File: config.mk
export PLATFORM = sky130hd
export DESIGN_NAME = thermo_plant
export DESIGN_NICKNAME = d
export VERILOG_FILES = /design/src/rtl/thermo_plant.sv
export SDC_FILE = /design/constraint.sdc
export NUM_CORES = 1
export LEC_CHECK = 0
export BUFFER_PORTS_ARGS = -buffer_cell sky130_fd_sc_hd__buf_2
export CORE_UTILIZATION = 45
export CTS_CLUSTER_DIAMETER = 150
export DETAILED_ROUTE_END_ITERATION = 16
export PLACE_DENSITY = 0.73
export SYNTH_ARGS = -nofsm -noshare
export SYNTH_HDL_FRONTEND = slang
export SYNTH_SLANG_ARGS = --single-unit
File: constraint.sdc
create_clock -name clk -period 2.5 [get_ports clk]
set_input_delay 0.75 -clock clk [delete_from_list [all_inputs] [get_ports clk]]
set_output_delay 0.75 -clock clk [all_outputs]
set_load 0.01 [all_outputs]
File: src/rtl/thermo_plant.sv
// thermo_plant: closed-loop thermal plant and actuator model.
// Consumes the thermostat heat/cool commands, runs a heater/cooler FSM with a
// forced dead time after every switch-off, and steps the actual temperature
// once per prescaler tick with saturation at T_MIN/T_MAX.
// Optional ambient drift in IDLE/DEAD is enabled by defining THERMO_PLANT_DRIFT_EN.
module thermo_plant #(
  parameter int               WIDTH     = 8,
  parameter int               STEP_DIV  = 16,
  parameter int               DEAD_TIME = 4,
  parameter logic [WIDTH-1:0] T_INIT    = 8'd20,
  parameter logic [WIDTH-1:0] T_MIN     = 8'd0,
  parameter logic [WIDTH-1:0] T_MAX     = 8'd255,
  parameter logic [WIDTH-1:0] T_AMB     = 8'd20,
  parameter int               DRIFT_DIV = 4
) (
  input  logic             clk,
  input  logic             rst_n,
  input  logic [11:0]      Hon,
  input  logic [11:0]      Con,
  output logic [WIDTH-1:0] Tact,
  output logic             heating,
  output logic             cooling,
  output logic             fault,
  output logic             tick
);

  localparam int PW = $clog2(STEP_DIV);
  localparam int DW = $clog2(DEAD_TIME + 1);

  localparam logic [1:0] S_IDLE = 2'd0;
  localparam logic [1:0] S_HEAT = 2'd1;
  localparam logic [1:0] S_COOL = 2'd2;
  localparam logic [1:0] S_DEAD = 2'd3;

  logic          req_h;
  logic          req_c;
  logic          conflict;
  logic [PW-1:0] pre_cnt;
  logic          tick_int;
  logic [DW-1:0] dead_cnt;
  logic [1:0]    state;
  logic [1:0]    next_state;

  assign req_h    = (|Hon) & ~(|Con);
  assign req_c    = (|Con) & ~(|Hon);
  assign conflict = (|Hon) & (|Con);
  assign tick_int = (pre_cnt == PW'(STEP_DIV - 1));

  // Free-running prescaler; tick_int marks the last count of each period
  always_ff @(posedge clk or negedge rst_n) begin
    if (!rst_n) begin
      pre_cnt <= '0;
    end else if (tick_int) begin
      pre_cnt <= '0;
    end else begin
      pre_cnt <= pre_cnt + PW'(1);
    end
  end

  // Next-state decode; DEAD ignores commands until its tick budget runs out
  always_comb begin
    next_state = state;
    case (state)
      S_IDLE: begin
        if (req_h) begin
          next_state = S_HEAT;
        end else if (req_c) begin
          next_state = S_COOL;
        end
      end
      S_HEAT: begin
        if (!req_h) begin
          next_state = S_DEAD;
        end
      end
      S_COOL: begin
        if (!req_c) begin
          next_state = S_DEAD;
        end
      end
      S_DEAD: begin
        if (tick_int && (dead_cnt == DW'(1))) begin
          next_state = S_IDLE;
        end
      end
      default: next_state = S_IDLE;
    endcase
  end

  // State register
  always_ff @(posedge clk or negedge rst_n) begin
    if (!rst_n) begin
      state <= S_IDLE;
    end else begin
      state <= next_state;
    end
  end

  // Dead-time counter: loaded on entry to DEAD, counts down on internal ticks
  always_ff @(posedge clk or negedge rst_n) begin
    if (!rst_n) begin
      dead_cnt <= '0;
    end else if ((state != S_DEAD) && (next_state == S_DEAD)) begin
      dead_cnt <= DW'(DEAD_TIME);
    end else if ((state == S_DEAD) && tick_int) begin
      dead_cnt <= dead_cnt - DW'(1);
    end
  end

  // Registered status outputs, taken from the state being entered so they
  // line up with the state register (one clock after the command)
  always_ff @(posedge clk or negedge rst_n) begin
    if (!rst_n) begin
      heating <= 1'b0;
      cooling <= 1'b0;
      fault   <= 1'b0;
      tick    <= 1'b0;
    end else begin
      heating <= (next_state == S_HEAT);
      cooling <= (next_state == S_COOL);
      fault   <= conflict;
      tick    <= tick_int;
    end
  end

`ifdef THERMO_PLANT_DRIFT_EN
  localparam int DRW = $clog2(DRIFT_DIV + 1);

  logic [DRW-1:0] drift_cnt;
  logic           drift_due;
  logic           passive;

  assign passive   = (state == S_IDLE) || (state == S_DEAD);
  assign drift_due = passive && (drift_cnt == DRW'(DRIFT_DIV - 1));

  // Drift counter counts ticks while passive and restarts on entering HEAT/COOL
  always_ff @(posedge clk or negedge rst_n) begin
    if (!rst_n) begin
      drift_cnt <= '0;
    end else if (((next_state == S_HEAT) || (next_state == S_COOL)) &&
                 (state != S_HEAT) && (state != S_COOL)) begin
      drift_cnt <= '0;
    end else if (tick_int && passive) begin
      if (drift_due) begin
        drift_cnt <= '0;
      end else begin
        drift_cnt <= drift_cnt + DRW'(1);
      end
    end
  end

  // Temperature step on tick; passive states drift toward ambient
  always_ff @(posedge clk or negedge rst_n) begin
    if (!rst_n) begin
      Tact <= T_INIT;
    end else if (tick_int) begin
      if ((state == S_HEAT) && (Tact < T_MAX)) begin
        Tact <= Tact + WIDTH'(1);
      end else if ((state == S_COOL) && (Tact > T_MIN)) begin
        Tact <= Tact - WIDTH'(1);
      end else if (drift_due && (Tact < T_AMB)) begin
        Tact <= Tact + WIDTH'(1);
      end else if (drift_due && (Tact > T_AMB)) begin
        Tact <= Tact - WIDTH'(1);
      end
    end
  end
`else
  logic unused_drift_cfg;
  assign unused_drift_cfg = ^{T_AMB, DRIFT_DIV};

  // Temperature step on tick using the state held before the edge
  always_ff @(posedge clk or negedge rst_n) begin
    if (!rst_n) begin
      Tact <= T_INIT;
    end else if (tick_int) begin
      if ((state == S_HEAT) && (Tact < T_MAX)) begin
        Tact <= Tact + WIDTH'(1);
      end else if ((state == S_COOL) && (Tact > T_MIN)) begin
        Tact <= Tact - WIDTH'(1);
      end
    end
  end
`endif

endmodule

==> impl_results.md <==
- Final hold violation count: 0
- Count of inserted antenna diode cells: 0
- Place WS: -31.6 ps
- Standard-cell rows: 19
- Peak fanout along the critical path: 7
- DR WL/cell: 14.4 µm
- First-pass iteration count of the detailed router: 4
- Die width: 57.3 µm
- Startpoint of the worst-slack reg-to-reg timing path: Tact[4]$_DFFE_PN1P_
- Async S/R FF share, synth: 100%
- Global-route wire length before repair: 5260 µm
- Worst path arrival time: 2670 ps
- Routability cong.: 0.864
- Number of H-tree levels: 1
- Power per unit of standard cell area: 334 nW/µm²
- Capture point of the worst reg-to-reg path: Tact[7]$_DFFE_PN0P_
- Required time of the worst setup path: 2750 ps
- Number of cells on the worst reg-to-reg path: 8
- Layout Skew: 6.14 ps
- Result of the run: finished, final reports clean
- Post-cts hold buffer count: 0
- Clock sink total: 21
- Initial antenna violation count: 0
- Count of flip-flops with a built-in enable after synthesis: 0
- Design Area, Final: 1660 µm²
- Synthesized area: 1380 µm²
- Fillcell total: 257
- Total number of nets in the final design: 219
- Post-synthesis sequential area ratio: 38.4%
- Die height: 57.3 µm
- Hold/Removal Path Class: input port to asynchronous set/reset pin
- Most frequent cell after synthesis: sky130_fd_sc_hd__dfrtp_1
- TritonCTS Buffers: 3
- Deepest clock path buffer count: 2
- Most area-consuming cells after synthesis: sky130_fd_sc_hd__dfrtp_1 35%, sky130_fd_sc_hd__ha_1 8.2%, sky130_fd_sc_hd__nor4_1 4.1%
- CTS Root Cell: sky130_fd_sc_hd__clkbuf_4
- Combined global-route utilization of all metal layers: 20.9%
- Placed standard-cell area: 1610 µm²
- Insertion delay to the later sink of the worst-skew pair: 310 ps
- Reg-to-reg setup timing slack: 90 ps
- Number of DRC markers in iteration 0: 46
- Yosys Warn Count: 0
- Critical Setup Path Class: register to register
- Power, Total: 0.556 mW
- F_max: 0.415 GHz
- Pins Over Slew Limit: 0
- Share of the synthesized area in the top cell type: 34.6%
- Multi-input combinational cell area: 807 µm²
- Most instantiated cells after synthesis: 19 x sky130_fd_sc_hd__dfrtp_1, 10 x sky130_fd_sc_hd__nand3_1, 10 x sky130_fd_sc_hd__o21ai_0
- Count of final setup violators: 0
- Peak ir drop on the vdd network: 0.182 mV
- HPWL after detailed placement: 2340 µm
- Maxcap violations: 0
- Area of the die: 3280 µm²
- Core area: 2830 µm²
- Nature of the critical path startpoint: register
- Count of unresolved DRC violations after routing: 0
- Synthesis-to-finish area growth: 21.0%
- Total wire length: 3070 µm
- Type of element capturing the critical path: register
- Actual slew at the worst max-slew pin: 517 ps
- DR vias/cell: 5.77
- Area occupied by registers: 531 µm²
- Biggest area consumer among synthesized cells: sky130_fd_sc_hd__dfrtp_1
- Fraction of final layout cells with drive strength greater than 1: 34.6%
- Antenna viol nets, final: 0
- Final Cycle Share: 96.5%
- Clock tree from TritonCTS: yes
- Leftover overflow at the end of global routing: 0
- Pin count of the biggest net entering global routing: 22
- Vias after detailed routing: 1,229
- Count of boundary I/O pins: 38
- Net count after synthesis: 175
- Most instantiated flip-flop cell in the synthesis netlist: sky130_fd_sc_hd__dfrtp_1
- Vias in the first global route: 1,197
- Synthesized instance count: 139
- Clock slew seen by the registers of the worst setup and hold paths: 130 ps
- Average size of a mapped cell: 9.89 µm²
- Total of flip-flops plus latches after synthesis: 21
- Starting density of the core: 48.6%
- Final worst-path setup slack: 88.2 ps
- Port Buffers: 37
- Layout Utilization: 58.8%
- Static power due to leakage: 0.774 nW
- Distinct cell type count after synthesis: 43
- Slew Limit Headroom: 65.2%
- Shortest period the worst path allows: 2410 ps
stage by stage:
step	setup TNS, ps	hold WS [ps]	instances
6_report	0	361	213
5_1_grt	-0.632	399	213
4_1_cts	0	379	212
3_5_place_dp	-31.6	493	208
3_3_place_gp	0	477	208
2_1_floorplan	0	453	139
registers in the layout (all words and copies together), names as in the netlist:
signal / count
Tact: 8
tick: 1
heating: 1
dead_cnt: 3
pre_cnt: 4
fault: 1
state: 2
cooling: 1
cell usage in the layout, fill, tap and decap left out, types with 3 or more instances in the layout:
master and count:
sky130_fd_sc_hd__nand2b_1 4, sky130_fd_sc_hd__o21ai_0 8, sky130_fd_sc_hd__nand3_1 10, sky130_fd_sc_hd__nor4_1 9
sky130_fd_sc_hd__nor2_1 5, sky130_fd_sc_hd__nand4_1 6, sky130_fd_sc_hd__nor3_1 4, sky130_fd_sc_hd__ha_1 8
sky130_fd_sc_hd__xnor2_1 4, sky130_fd_sc_hd__a21oi_1 5, sky130_fd_sc_hd__inv_1 8, sky130_fd_sc_hd__buf_4 6
sky130_fd_sc_hd__clkbuf_4 3, sky130_fd_sc_hd__and3_1 3, sky130_fd_sc_hd__dfrtp_1 17, sky130_fd_sc_hd__buf_2 37
sky130_fd_sc_hd__nor3b_1 3
cell families (layout without fill, tap and decap cells):
kind of cell,count (synthesis),after routing,share of synthesized area (%)
AND/OR/NAND/NOR,54,54,23.8
flip-flops,21,21,38.4
buffers and inverters,12,55,4.09
XOR/XNOR,6,6,3.82
AO/OA/AOI/OAI,31,31,15.8
multiplexers,3,3,2.91
adder cells (fa/ha/maj),12,12,11.1
area by class of cell:
class	count	share of cell area [%]
Inverter	8	1.80
Tap cell	31	2.33
Sequential cell	21	31.9
Clock inverter	1	0.301
Timing Repair Buffer	43	13.8
Clock buffer	3	1.35
Multi-Input combinational cell	106	48.5
worst max path at each step:
stage | start | to | cells past startpoint
global route | Tact[4]$_DFFE_PN1P_ | Tact[5]$_DFFE_PN0P_ | 8
CTS | Tact[2]$_DFFE_PN1P_ | Tact[7]$_DFFE_PN0P_ | 8
floorplan | Tact[2]$_DFFE_PN1P_ | Tact[6]$_DFFE_PN0P_ | 8
detailed placement | Tact[2]$_DFFE_PN1P_ | Tact[7]$_DFFE_PN0P_ | 8
finish | Tact[4]$_DFFE_PN1P_ | Tact[7]$_DFFE_PN0P_ | 8
global placement | Tact[4]$_DFFE_PN1P_ | Tact[7]$_DFFE_PN0P_ | 8
where the power goes:
part / switching, mW / internal, mW / total [mW]
clock: 0.110 / 0.0598 / 0.170
combinational: 0.0198 / 0.0218 / 0.0416
sequential: 0.00185 / 0.343 / 0.345
total: 0.132 / 0.425 / 0.556
worst max-delay path, cell delays in order (launching register included):
cell and delay, ps:
sky130_fd_sc_hd__dfstp_2 590, sky130_fd_sc_hd__nand4_1 110, sky130_fd_sc_hd__o21ai_1 180, sky130_fd_sc_hd__buf_4 180, sky130_fd_sc_hd__ha_2 310, sky130_fd_sc_hd__o21ai_0 340
sky130_fd_sc_hd__o21ai_1 210, sky130_fd_sc_hd__a211o_2 360, sky130_fd_sc_hd__nand4_1 80
what timing repair did:
action,4_1_cts,5_1_grt
endpoints found under the setup margin,1,3
pin swaps,0,0
buffers inserted,0,1
cloned,0,0
resized for setup,1,7
metal layers:
metal	track usage [%]	wire [µm]	vias to the layer above
met4	10.8	65	0
met5	0	0	-
li1	-	-	613
met1	27.5	1380	590
met3	1.36	73	4
met2	35.0	1550	22
(Power assumes the default switching activity.)
